$ cat config.mk
export PLATFORM = sky130hd
export DESIGN_NAME = pc_fetch
export DESIGN_NICKNAME = d
export VERILOG_FILES = /design/src/rtl/fetch_pkg.sv /design/src/rtl/fetch_fifo.sv /design/src/rtl/pc_fetch.sv
export SDC_FILE = /design/constraint.sdc
export NUM_CORES = 1
export LEC_CHECK = 0
export CORE_MARGIN = 5
export CORE_UTILIZATION = 55
export CTS_CLUSTER_DIAMETER = 120
export DETAILED_ROUTE_END_ITERATION = 8
export GPL_ROUTABILITY_DRIVEN = 0
export PLACE_DENSITY = 0.78
export SLEW_MARGIN = 25
export SYNTH_ARGS = -nofsm -noshare
export SYNTH_HDL_FRONTEND = slang
export SYNTH_SLANG_ARGS = --single-unit
$ cat constraint.sdc
create_clock -name clk -period 5.9 [get_ports clk]
set_input_delay 1.475 -clock clk [delete_from_list [all_inputs] [get_ports clk]]
set_output_delay 1.475 -clock clk [all_outputs]
set_load 0.05 [all_outputs]
$ cat src/rtl/fetch_pkg.sv
// Shared types and constants for the instruction fetch unit.
package fetch_pkg;

  localparam int unsigned FETCH_W     = 32;
  localparam int unsigned INSTR_BYTES = 4;

  typedef enum logic [1:0] {
    IDLE,
    ISSUE,
    KILL
  } fetch_state_t;

  typedef struct packed {
    logic [FETCH_W-1:0] pc;
    logic [FETCH_W-1:0] inst;
  } fetch_entry_t;

endpackage

$ cat src/rtl/fetch_fifo.sv
// Fetched-instruction buffer: synchronous FIFO of {pc, inst} with flush and
// registered head outputs so decode sees flop-driven signals.
module fetch_fifo
  import fetch_pkg::*;
#(
  parameter int unsigned DEPTH = 2
) (
  input  logic                   clk,
  input  logic                   rst_n,
  input  logic                   push,
  input  fetch_entry_t           push_data,
  input  logic                   pop,
  input  logic                   flush,
  output logic [$clog2(DEPTH):0] count,
  output logic                   head_valid,
  output fetch_entry_t           head
);

  localparam int unsigned PTR_W = $clog2(DEPTH);
  localparam int unsigned CNT_W = PTR_W + 1;

  fetch_entry_t     mem [DEPTH];
  logic [PTR_W-1:0] rd_ptr;
  logic [PTR_W-1:0] wr_ptr;
  logic [PTR_W-1:0] rd_ptr_d;
  logic [PTR_W-1:0] wr_ptr_d;
  logic [CNT_W-1:0] count_d;
  logic [CNT_W-1:0] count_kept;
  logic             push_en;
  logic             pop_en;
  fetch_entry_t     head_d;

  // Flush beats both push and pop; a push into an empty FIFO bypasses to the head.
  always_comb begin
    push_en    = push && !flush;
    pop_en     = pop && (count != '0) && !flush;
    count_kept = count - CNT_W'(pop_en);
    rd_ptr_d   = rd_ptr + PTR_W'(pop_en);
    wr_ptr_d   = wr_ptr + PTR_W'(push_en);
    count_d    = count_kept + CNT_W'(push_en);
    head_d     = '0;
    if (flush) begin
      rd_ptr_d = '0;
      wr_ptr_d = '0;
      count_d  = '0;
    end else if (count_d != '0) begin
      head_d = (count_kept == '0) ? push_data : mem[rd_ptr_d];
    end
  end

  always_ff @(posedge clk or negedge rst_n) begin
    if (!rst_n) begin
      rd_ptr     <= '0;
      wr_ptr     <= '0;
      count      <= '0;
      head_valid <= 1'b0;
      head       <= '0;
    end else begin
      rd_ptr     <= rd_ptr_d;
      wr_ptr     <= wr_ptr_d;
      count      <= count_d;
      head_valid <= (count_d != '0);
      head       <= head_d;
    end
  end

  always_ff @(posedge clk) begin
    if (push_en) begin
      mem[wr_ptr] <= push_data;
    end
  end

endmodule

$ cat src/rtl/pc_fetch.sv
// PC register, single-outstanding imem read FSM and fetch buffer feeding decode.
// Optional MISALIGN_TRAP_EN adds a sticky fetch_fault on unaligned redirect targets.
module pc_fetch
  import fetch_pkg::*;
#(
  parameter int unsigned      WIDTH      = 32,
  parameter logic [WIDTH-1:0] RESET_PC   = '0,
  parameter int unsigned      FIFO_DEPTH = 2
) (
  input  logic             clk,
  input  logic             rst_n,
  input  logic             PCsrc,
  input  logic [WIDTH-1:0] branch_base,
  input  logic [WIDTH-1:0] ImmOp,
  output logic             imem_req,
  output logic [WIDTH-1:0] imem_addr,
  input  logic             imem_ack,
  input  logic [WIDTH-1:0] imem_rdata,
  output logic             inst_valid,
  output logic [WIDTH-1:0] inst,
  output logic [WIDTH-1:0] inst_pc,
  input  logic             inst_ready
`ifdef MISALIGN_TRAP_EN
  ,
  output logic             fetch_fault
`endif
);

  localparam int unsigned CNT_W = $clog2(FIFO_DEPTH) + 1;

  fetch_state_t     state_q;
  fetch_state_t     state_d;
  logic [WIDTH-1:0] pc_q;
  logic [WIDTH-1:0] pc_d;
  logic [WIDTH-1:0] target_raw;
  logic [WIDTH-1:0] target;
  logic             push;
  logic             pop;
  logic             flush;
  logic             fault_d;
  logic             can_issue;
  logic [CNT_W-1:0] count;
  logic [CNT_W-1:0] count_after;
  fetch_entry_t     push_entry;
  fetch_entry_t     head;

  // Next-state, next-PC and buffer control; issue only if the slot is free after this edge.
  always_comb begin
    state_d    = state_q;
    pc_d       = pc_q;
    flush      = PCsrc;
    push       = (state_q == ISSUE) && imem_ack && !PCsrc;
    pop        = inst_valid && inst_ready;
    target_raw = branch_base + ImmOp;
    target     = target_raw & ~WIDTH'(INSTR_BYTES - 1);
    fault_d    = 1'b0;
`ifdef MISALIGN_TRAP_EN
    fault_d    = fetch_fault || (PCsrc && ((target_raw & WIDTH'(INSTR_BYTES - 1)) != '0));
`endif
    count_after = flush ? '0 : (count + CNT_W'(push) - CNT_W'(pop));
    can_issue   = !fault_d && (count_after < CNT_W'(FIFO_DEPTH));

    if (PCsrc) begin
      pc_d = target;
    end else if (push) begin
      pc_d = pc_q + WIDTH'(INSTR_BYTES);
    end

    case (state_q)
      IDLE: begin
        if (can_issue) state_d = ISSUE;
      end
      ISSUE: begin
        if (imem_ack) begin
          state_d = can_issue ? ISSUE : IDLE;
        end else if (PCsrc) begin
          state_d = KILL;
        end
      end
      KILL: begin
        if (imem_ack) state_d = can_issue ? ISSUE : IDLE;
      end
      default: state_d = IDLE;
    endcase
  end

  // The address is frozen while a killed read drains so the memory sees a stable request.
  always_ff @(posedge clk or negedge rst_n) begin
    if (!rst_n) begin
      state_q   <= IDLE;
      pc_q      <= RESET_PC;
      imem_req  <= 1'b0;
      imem_addr <= RESET_PC;
    end else begin
      state_q  <= state_d;
      pc_q     <= pc_d;
      imem_req <= (state_d != IDLE);
      if (state_d != KILL) begin
        imem_addr <= pc_d;
      end
    end
  end

`ifdef MISALIGN_TRAP_EN
  always_ff @(posedge clk or negedge rst_n) begin
    if (!rst_n) begin
      fetch_fault <= 1'b0;
    end else begin
      fetch_fault <= fault_d;
    end
  end
`endif

  always_comb begin
    push_entry      = '0;
    push_entry.pc   = FETCH_W'(pc_q);
    push_entry.inst = FETCH_W'(imem_rdata);
  end

  fetch_fifo #(
    .DEPTH (FIFO_DEPTH)
  ) u_fifo (
    .clk        (clk),
    .rst_n      (rst_n),
    .push       (push),
    .push_data  (push_entry),
    .pop        (pop),
    .flush      (flush),
    .count      (count),
    .head_valid (inst_valid),
    .head       (head)
  );

  assign inst    = WIDTH'(head.inst);
  assign inst_pc = WIDTH'(head.pc);

endmodule

==> metrics <==
number of antenna violations at the first check in global routing=0; clock sink count=~260; placed cells=1389; yosys warns=0; H-tree levels=1; Slew HR=39.7%; sequential element share of the synthesized area=between 60% and 70%; CTS-repair resized insts=0; Top Ports=199; Std-Cell Rows=54; Pre-antenna DRT Iters=5; Hold-fix buffers, CTS=0; clk slew on worst S/H paths=~0.060 ns; mux cell area share after synthesis=under 10%; final setup fails=0; Final period util=about 65%; Synth Area in Simple Gates=between 9 and 10%; Core Box Area=21600 um^2; status=complete, no violations; CP Cell Sequence=clkdlybuf4s50_1 > and2_1 > o211a_1 > ha_1 > xor2_1 > or2_4 > buf_12 > nor2_1 > a211oi_1; DR vias=8087; number of synthesized flops with an enable pin=between 100 and 150; Iteration-0 DRC Markers=505; area leader, netlist=edfxtp_1; RSZ-0062 raised after global routing=false; Crit path required time=6.29 ns; Total Power=5.47 mW; synthesized net count=1086; worst setup path class=input pin to flop; port bufs=198; Worst VDD drop=between 0.2 and 0.25 mV; WL per Instance=between 15 and 20 um; TritonCTS clock tree=done; commonest non-fill, non-tap cell in the layout=clkdlybuf4s50_1; GRT Total Usage=20.7%; most frequent cells in the layout=196 x clkdlybuf4s50_1, 136 x dfrtp_1, 128 x edfxtp_1; Vias/cell=5.64; die footprint=between 20000 and 25000 um^2; # diodes=0; DIE WIDTH=between 150 and 200 um; Clock Tree Root=clkbuf_16; Post-DP HPWL=~18000 um; final hold violation count=0; Slew Viols, Final=0; buffers from clock root to sink, at most=3; CP Max Fanout=74; CP max-delay cell=or2_4; largest family of logic cells by synthesized area=compound AO/OA/AOI/OAI gates; P_leak=6.30 nW; post-layout min period=3.83 ns; area of the mapped netlist=11900 um^2; setup tns final=0 ns; Yosys top cell area share=about a third; Starting Density=between 50 and 60%; adder-cell share of the synthesized area=3.77%; startpoint types=input pin; post-synthesis xor/xnor area fraction=about 4.3%; P per Cell Area=~370 nW/um^2; layout cells sized above 1=under 10%; CP Capture Type=flop; Post-Route WL=around 26000 um; Clock Latency Late Sink=roughly 0.51 ns; first-pass GRT wire length=~41000 um; fin cells=1433; synth top area cells=edfxtp_1 32%, dfrtp_1 29%, mux2i_1 6.4%, a211oi_1 4.2%, ha_1 3.8%; total CTS buffers=25; Layout Nets=about 1300; actual slew at the worst max-slew pin=0.904 ns; worst path arrival time=approximately 4.2 ns; post-synthesis cell type count=69; gr ovfl total=0; Post-Syn Area per Cell=about 13 um^2; Synth Flop Type=dfrtp_1; number of global-route vias before repair=8142; Yosys reg bits=roughly 260; complex-gate fraction of the synthesized area=11.6%; DRC Markers=0; max-cap violations=0; Die H=around 160 um; hold_ws=~0.50 ns; Antenna Nets Post-Route=0; async set-reset flop share out of synthesis=around half; Layout area overhead=25.4%; largest net degree at the start of global routing=98; worst min-delay path class=flop to flop; postcts setup bufs=0; final setup skew=between 0.009 and 0.01 ns; Max Fclk=approximately 260 MHz; Crit path largest cell delay=just over 0.7 ns; Gate Count Post-Synth=about 950
## cells in the mapped netlist (3+ instances only)
cell,number
xor2_1,22
o31ai_1,4
a31oi_1,5
nand2_1,54
or2_2,6
buf_1,3
o31ai_2,3
nor2b_1,5
nand4_1,15
dfrtp_1,136
mux2i_1,76
ha_1,36
a21oi_2,3
o21a_1,3
a21oi_1,44
nand2b_1,3
and3_1,5
nor3_1,4
mux2_2,21
edfxtp_1,128
o21bai_1,3
inv_1,17
and2_1,8
nand3_1,11
nor2_1,102
a211oi_1,66
a21o_1,16
clkbuf_1,32
o21ai_0,19
buf_2,12
xnor2_1,36
## stage by stage
step,worst slack (ns),instance area [um^2],utilization (%)
final,2.07,15000,69.2
after CTS,2.07,15000,69.2
after floorplan,1.65,11900,-
after detailed placement,1.58,14200,65.6
after global placement,1.65,14200,65.6
after global routing,1.80,15000,69.2
## state kept, by name (all words and copies together), names as in the netlist
register	cells
pc_q	32
u_fifo.wr_ptr	1
u_fifo.head_valid	1
imem_addr	32
u_fifo.rd_ptr	1
u_fifo.count	2
imem_req	1
u_fifo.mem	128
u_fifo.head	64
state_q	2
## area by class of cell
class / count / area [um^2]
multi-input cells: 619 / 4440
flip-flops and latches: 264 / 7250
fillers: 1598 / 6660
clock buffers: 32 / 672
inverters: 18 / 67.6
repair buffers: 208 / 2080
clock inverters: 12 / 108
well taps: 280 / 350
## per-layer routing
layer / GRT usage [%] / routed length (um)
met1: 29.3 / 11500
met2: 34.5 / 12500
met3: 2.97 / 1710
met4: 4.83 / 433
met5: 0 / 0
## cell families (layout without fill, tap and decap cells)
group / after synthesis / in the layout
xor+xnor: 58 / 58
flops: 264 / 264
compound gates: 196 / 196
fa+ha+maj: 36 / 36
simple gates: 232 / 232
mux: 97 / 97
buf+inv: 66 / 270
## worst max-delay path: cells and delay by family
kind	cells	cell delay (ns)
simple gates	3	0.98
fa+ha+maj	1	0.18
xor+xnor	1	0.23
compound gates	2	0.54
buf+inv	2	0.78
## where the power goes
| part | internal, mW | switching (mW) |
|---|---|---|
| Combinational | 0.560 | 1.01 |
| Sequential | 2.20 | 0.175 |
| Clock | 0.888 | 0.636 |
## final timing paths
kind / depth (start not counted) / slack (ns) / start / end
worst min register to register: 1 / 0.50 / imem_addr[0] / imem_addr[0]
min in group asynchronous: 1 / 1.08 / rst_n / u_fifo.head[8]
max in group asynchronous: 2 / 3.72 / rst_n / pc_q[12]
worst min-delay path: 1 / 0.50 / imem_addr[0] / imem_addr[0]
worst max register to register: 8 / 3.15 / u_fifo.head_valid / u_fifo.head[21]
worst max-delay path: 9 / 2.07 / inst_ready / u_fifo.head[21]
(Power assumes the default switching activity.)
